==> src/rtl/gps_source_arbiter.sv <==
// Round-robin arbiter that lends one GPZDA sentence parser to N byte sources,
// one whole sentence ($ .. LF) at a time, counting every byte it has to discard.
module gps_source_arbiter #(
  parameter int             N             = 2,
  parameter int             B             = 8,
  parameter logic [B-1:0]   Start         = B'(8'h24),
  parameter logic [B-1:0]   End           = B'(8'h0A),
  parameter int             TimeoutCycles = 100000,
  parameter int             CountWidth    = 16,
  localparam int            IdW           = (N > 1) ? $clog2(N) : 1
) (
  input  logic                  clock,
  input  logic                  reset_n,
  input  logic [N-1:0]          src_load,
  input  logic [N*B-1:0]        src_data,
  output logic                  rx_load,
  output logic [B-1:0]          rx_data,
  output logic                  parser_reset,
  output logic                  grant_valid,
  output logic [IdW-1:0]        grant_id,
  output logic                  timeout,
  output logic                  abort,
  output logic [CountWidth-1:0] dropped_count
);

  localparam int TcW  = $clog2(TimeoutCycles + 1);
  localparam int SumW = CountWidth + 4;
  localparam logic [SumW-1:0] CntMax = SumW'({CountWidth{1'b1}});

  typedef enum logic [1:0] {ST_IDLE, ST_LOCK, ST_FLUSH} state_t;

  state_t           r_state;
  logic [IdW-1:0]   r_ptr;
  logic [TcW-1:0]   r_idle_cnt;

  logic [N-1:0]          w_cand;
  logic                  w_found;
  logic [IdW-1:0]        w_winner;
  logic                  w_gnt_load;
  logic [B-1:0]          w_gnt_byte;
  int                    w_idx;
  int                    w_drop;
  logic [SumW-1:0]       w_sum;
  logic [CountWidth-1:0] w_cnt_next;

  // NOTE: every signal written here gets a default first, so no path leaves it
  // unassigned and no latch is inferred.
  always_comb begin
    w_cand     = '0;
    w_found    = 1'b0;
    w_winner   = '0;
    w_idx      = 0;
    w_drop     = 0;
    for (int i = 0; i < N; i++)
      w_cand[i] = src_load[i] && (src_data[i*B +: B] == Start);

    // First candidate at or after the pointer, wrapping modulo N.
    for (int k = 0; k < N; k++) begin
      w_idx = int'(r_ptr) + k;
      if (w_idx >= N) w_idx = w_idx - N;
      if (!w_found && w_cand[w_idx]) begin
        w_found  = 1'b1;
        w_winner = IdW'(w_idx);
      end
    end

    w_gnt_load = src_load[grant_id];
    w_gnt_byte = src_data[int'(grant_id)*B +: B];

    case (r_state)
      ST_IDLE:  w_drop = w_found ? $countones(w_cand) - 1 : 0;
      ST_LOCK:  w_drop = $countones(src_load) - int'(w_gnt_load);
      ST_FLUSH: w_drop = $countones(src_load);
      default:  w_drop = 0;
    endcase

    w_sum      = SumW'(dropped_count) + SumW'(w_drop);
    w_cnt_next = (w_sum > CntMax) ? '1 : w_sum[CountWidth-1:0];
  end

  // NOTE: sequential state uses non-blocking assignments only, so every
  // register samples the pre-edge values regardless of statement order.
  always_ff @(posedge clock or negedge reset_n) begin
    if (!reset_n) begin
      r_state       <= ST_IDLE;
      r_ptr         <= '0;
      r_idle_cnt    <= '0;
      rx_load       <= 1'b0;
      rx_data       <= '0;
      parser_reset  <= 1'b0;
      grant_valid   <= 1'b0;
      grant_id      <= '0;
      timeout       <= 1'b0;
      abort         <= 1'b0;
      dropped_count <= '0;
    end else begin
      rx_load       <= 1'b0;
      parser_reset  <= 1'b0;
      timeout       <= 1'b0;
      abort         <= 1'b0;
      dropped_count <= w_cnt_next;

      case (r_state)
        ST_IDLE: begin
          if (w_found) begin
            rx_load     <= 1'b1;
            rx_data     <= Start;
            grant_valid <= 1'b1;
            grant_id    <= w_winner;
            r_idle_cnt  <= '0;
            r_state     <= ST_LOCK;
          end
        end

        ST_LOCK: begin
          if (w_gnt_load) begin
            if (w_gnt_byte == Start) begin
              abort   <= 1'b1;
              r_state <= ST_FLUSH;
            end else begin
              rx_load    <= 1'b1;
              rx_data    <= w_gnt_byte;
              r_idle_cnt <= '0;
              if (w_gnt_byte == End) r_state <= ST_FLUSH;
            end
          end else if (r_idle_cnt == TcW'(TimeoutCycles - 1)) begin
            timeout <= 1'b1;
            r_state <= ST_FLUSH;
          end else begin
            r_idle_cnt <= r_idle_cnt + 1'b1;
          end
        end

        ST_FLUSH: begin
          // Reset lands one cycle after the last forwarded byte.
          parser_reset <= 1'b1;
          grant_valid  <= 1'b0;
          r_ptr        <= (grant_id == IdW'(N - 1)) ? '0 : grant_id + 1'b1;
          r_state      <= ST_IDLE;
        end

        default: r_state <= ST_IDLE;
      endcase
    end
  end

endmodule

==> config.mk <==
export PLATFORM = sky130hd
export DESIGN_NAME = gps_source_arbiter
export DESIGN_NICKNAME = d
export VERILOG_FILES = /design/src/rtl/gps_source_arbiter.sv
export SDC_FILE = /design/constraint.sdc
export NUM_CORES = 1
export LEC_CHECK = 0
export BUFFER_PORTS_ARGS = -buffer_cell sky130_fd_sc_hd__buf_2
export CAP_MARGIN = 10
export CELL_PAD_IN_SITES_DETAIL_PLACEMENT = 1
export CELL_PAD_IN_SITES_GLOBAL_PLACEMENT = 1
export CORE_ASPECT_RATIO = 2
export CORE_MARGIN = 8
export CORE_UTILIZATION = 44
export CTS_CLUSTER_SIZE = 25
export DETAILED_ROUTE_END_ITERATION = 8
export PLACE_DENSITY_LB_ADDON = 0.1
export SYNTH_ARGS = -nofsm -noshare
export SYNTH_HDL_FRONTEND = slang
export SYNTH_SLANG_ARGS = --single-unit
==> constraint.sdc <==
create_clock -name clock -period 5 [get_ports clock]
set_input_delay 1 -clock clock [delete_from_list [all_inputs] [get_ports clock]]
set_output_delay 1 -clock clock [all_outputs]
set_load 0.05 [all_outputs]
==> results.py <==
metrics = {
    "clock_network": {
        "cts_max_level": 2,
        "cts_tree": "yes",
        "cts_root_buf": "clkbuf_16",
        "insertion_delay_ns": 0.29,
        "path_clk_slew_ns": 0.06,
        "cts_buffer_depth": 2,
        "cts_resized": 0,
        "clock_sinks": 50,
        "cts_setup_buffers": 0,
        "numCtsBuffers": 5,
        "hold_buffers": 0,
    },
    "synthesis": {
        "synth_top_area_cell": "dfrtp_1",
        "async_flop_share_pct": 100,
        "yosys-top-cells-area": "dfrtp_1, ha_1, xnor2_1",
        "synthXorXnorAreaFrac_pct": 5.88,
        "synth_commonest_cells": "dfrtp_1, nand2_1, nor2_1",
        "synth_cells": 328,
        "netlist_area_um2": 3130,
        "yosysMostFrequentCell": "dfrtp_1",
        "ys_ff_latch": 50,
        "seq_area_frac_synth_pct": 40.0,
        "syn-num-nets": 370,
        "synth_fa_ha_area_share_pct": 9.04,
        "netlist.area_leader.share_pct": 40.0,
        "synth_compound_area_share_pct": 15.2,
        "synthMuxAreaShare_pct": 4.00,
        "yosys_warnings": 0,
        "synth_edf_count": 0,
        "synth_ff_type": "dfrtp_1",
        "syn_avg_cell_area_um2": 9.54,
        "synthSimpleGateAreaFrac_pct": 22.7,
        "synth_top_family_by_area": "simple AND/OR/NAND/NOR gates",
        "synth_cell_type_count": 55,
    },
    "route": {
        "wl_per_cell_um": 18.5,
        "maxUsedRoutingLayer": "met5",
        "vias_per_cell": 5.50,
        "wl_met3_um": 262,
        "drt-met1-wl_um": 2970,
        "via_count": 2572,
        "drt-pass1-iter-count": 4,
        "initialDrtViolationCount": 120,
        "drtAntennaViolNets": 0,
        "drc": 0,
        "routed-wl-met2_um": 5270,
        "wl_um": 8660,
    },
    "floorplan": {
        "core.rowCount": 43,
        "initial_utilization_pct": 45.1,
        "dieHeight_um": 135,
        "design.core.area_um2": 6940,
        "die_x_um": 75.6,
        "die_area_um2": 10200,
        "ios": 50,
    },
    "final_layout": {
        "syn_to_final_growth_pct": 15.2,
        "ff_latch_area_um2": 1250,
        "fin_util_pct": 51.9,
        "num_antenna_cells": 0,
        "fillerInstances": 821,
        "design_area_um2": 3600,
        "multi_input_area_um2": 1780,
        "num-nets-final": 420,
        "drive_gt1_share_pct": 21.4,
    },
    "critical_path": {
        "cp.required_ns": 5.13,
        "crit_family": "compound AO/OA/AOI/OAI gates",
        "r2r_slack_ns": 0.93,
        "cp_slowest_cell": "a22o_1",
        "arrival_ns": 4.64,
        "max_stage_delay_ns": 0.51,
        "crit_path_start_kind": "primary input",
        "cp_num_buf_inv": 1,
        "startpoint": "src_data[8]",
        "reg2reg_depth": 14,
        "reg2reg_to": "dropped_count[3]$_DFF_PN0_",
        "worstPathMaxFanout": 16,
        "critical_path_depth": 15,
        "endpoint_kind": "flop",
        "worstReg2RegStart": "grant_id$_DFFE_PN0P_",
        "endpoint": "dropped_count[3]$_DFF_PN0_",
        "crit_top_cell": "o21ai_0",
        "path_cells": "buf_2 -> nor4_4 -> nand3_2 -> and2_4 -> nor2_1 -> a2bb2oi_1 -> o21ai_0 -> ha_1 -> a211oi_2 -> o21bai_1 -> o21a_1 -> a221o_1 -> a21oi_1 -> a22o_1 -> o21ai_0",
        "critical_path_class": "in -> reg",
    },
    "sta": {
        "period_share_pct": 90.1,
        "relSlewSlack_pct": 47.1,
        "hold_viol": 0,
        "holdWs_ns": 0.475,
        "maxSlewViolCount": 0,
        "fmax_mhz": 222,
        "rsz0062_at_grt": "no",
        "setup_viol": 0,
        "worst_slack_ns": 0.494,
        "period_needed_ns": 4.51,
        "clock_skew_ns": 0.00512,
        "tightest_slew_ns": 0.793,
        "setup_tns_ns": 0,
    },
    "placement": {
        "place_ws_ns": 0.0878,
        "dp_hpwl_um": 6990,
        "place_congestion": 0.859,
        "port_buffers": 49,
        "place_area_um2": 3470,
    },
    "global_routing": {
        "grt_pass1_wl_um": 14000,
        "grt_pass1_vias": 2872,
        "antenna_found_initial": 1,
        "grt.overflow.total": 0,
        "grt_max_degree": 51,
        "track_usage_pct": 18.2,
    },
    "pwr": {
        "leakage_nw": 1.66,
        "ir_drop_v": 0.000281,
        "power_density_nw_per_um2": 564,
    },
    "outcome": {
        "outcome": "completed",
    },
    "flow_run": {
        "maxCapViolCount": 0,
    },
    "worst_hold_path": {
        "hold_class": "reg -> reg",
    },
}
-- power breakdown --
part	switching, mW	leakage [nW]	internal, mW
Combinational	0.714	0.980	0.305
Clock	0.143	0.0640	0.183
Sequential	0.128	0.616	0.560
-- sequential cells by signal (all words and copies together) (netlist names) --
signal	flops
r_idle_cnt	17
dropped_count	16
rx_data	8
r_state	2
abort	1
grant_id	1
grant_valid	1
parser_reset	1
r_ptr	1
rx_load	1
timeout	1
-- kinds of logic (layout without fill, tap and decap cells) --
kind of cell / Yosys count / in the layout
flops: 50 / 50
buf+inv: 23 / 73
mux: 12 / 12
xor+xnor: 21 / 21
compound gates: 74 / 74
fa+ha+maj: 22 / 22
simple gates: 126 / 126
-- placed cells by master, fill, tap and decap left out, types with 5 or more instances in the layout --
cell | netlist | routed
buf_4 | 0 | 5
buf_2 | 4 | 49
o21ai_0 | 26 | 26
and3_1 | 6 | 6
xnor2_1 | 17 | 17
clkbuf_16 | 0 | 5
nor2_1 | 28 | 28
nand3_1 | 10 | 10
inv_1 | 12 | 12
nor3_2 | 5 | 5
nand2_1 | 37 | 37
nand2b_1 | 5 | 5
a21oi_1 | 17 | 17
ha_1 | 21 | 21
dfrtp_1 | 50 | 50
mux2i_1 | 8 | 8
-- per-layer routing --
metal / track usage [%] / up-vias
met5: 0 / -
met1: 16.7 / 1268
met2: 36.2 / 33
li1: - / 1258
met4: 6.68 / 2
met3: 3.56 / 11
-- worst min-delay path by stage --
stage / startpoint / to / cells past startpoint
floorplan: r_idle_cnt[6]$_DFFE_PN0P_ / r_idle_cnt[6]$_DFFE_PN0P_ / 1
global placement: rx_data[4]$_DFFE_PN0P_ / rx_data[4]$_DFFE_PN0P_ / 2
detailed placement: rx_data[3]$_DFFE_PN0P_ / rx_data[3]$_DFFE_PN0P_ / 2
CTS: rx_data[3]$_DFFE_PN0P_ / rx_data[3]$_DFFE_PN0P_ / 2
global route: rx_data[3]$_DFFE_PN0P_ / rx_data[3]$_DFFE_PN0P_ / 2
finish: rx_data[3]$_DFFE_PN0P_ / rx_data[3]$_DFFE_PN0P_ / 2
-- through the flow --
step                cells  power [mW]
floorplan             328        1.45
global placement      461        1.71
detailed placement    461        1.73
CTS                   468        2.07
global route          468        2.16
finish                468        2.03
-- area by class of cell --
type                    instances  share of cell area, %
clock buffers                   7                   3.68
inverters                      12                   1.25
multi-input cells             255                   49.4
flip-flops and latches         50                   34.7
well taps                      90                   3.12
repair buffers                 54                   7.85
-- worst reg2reg max path: cells and delay by family, from the launching register on --
kind / cells / cell delay (ns)
multiplexers: 1 / 0.32
AND/OR/NAND/NOR: 1 / 0.08
buffers and inverters: 1 / 0.26
flip-flops: 1 / 0.32
AO/OA/AOI/OAI: 9 / 2.30
adder cells (fa/ha/maj): 2 / 0.61
No activity file was read; power rests on OpenSTA's default activity.
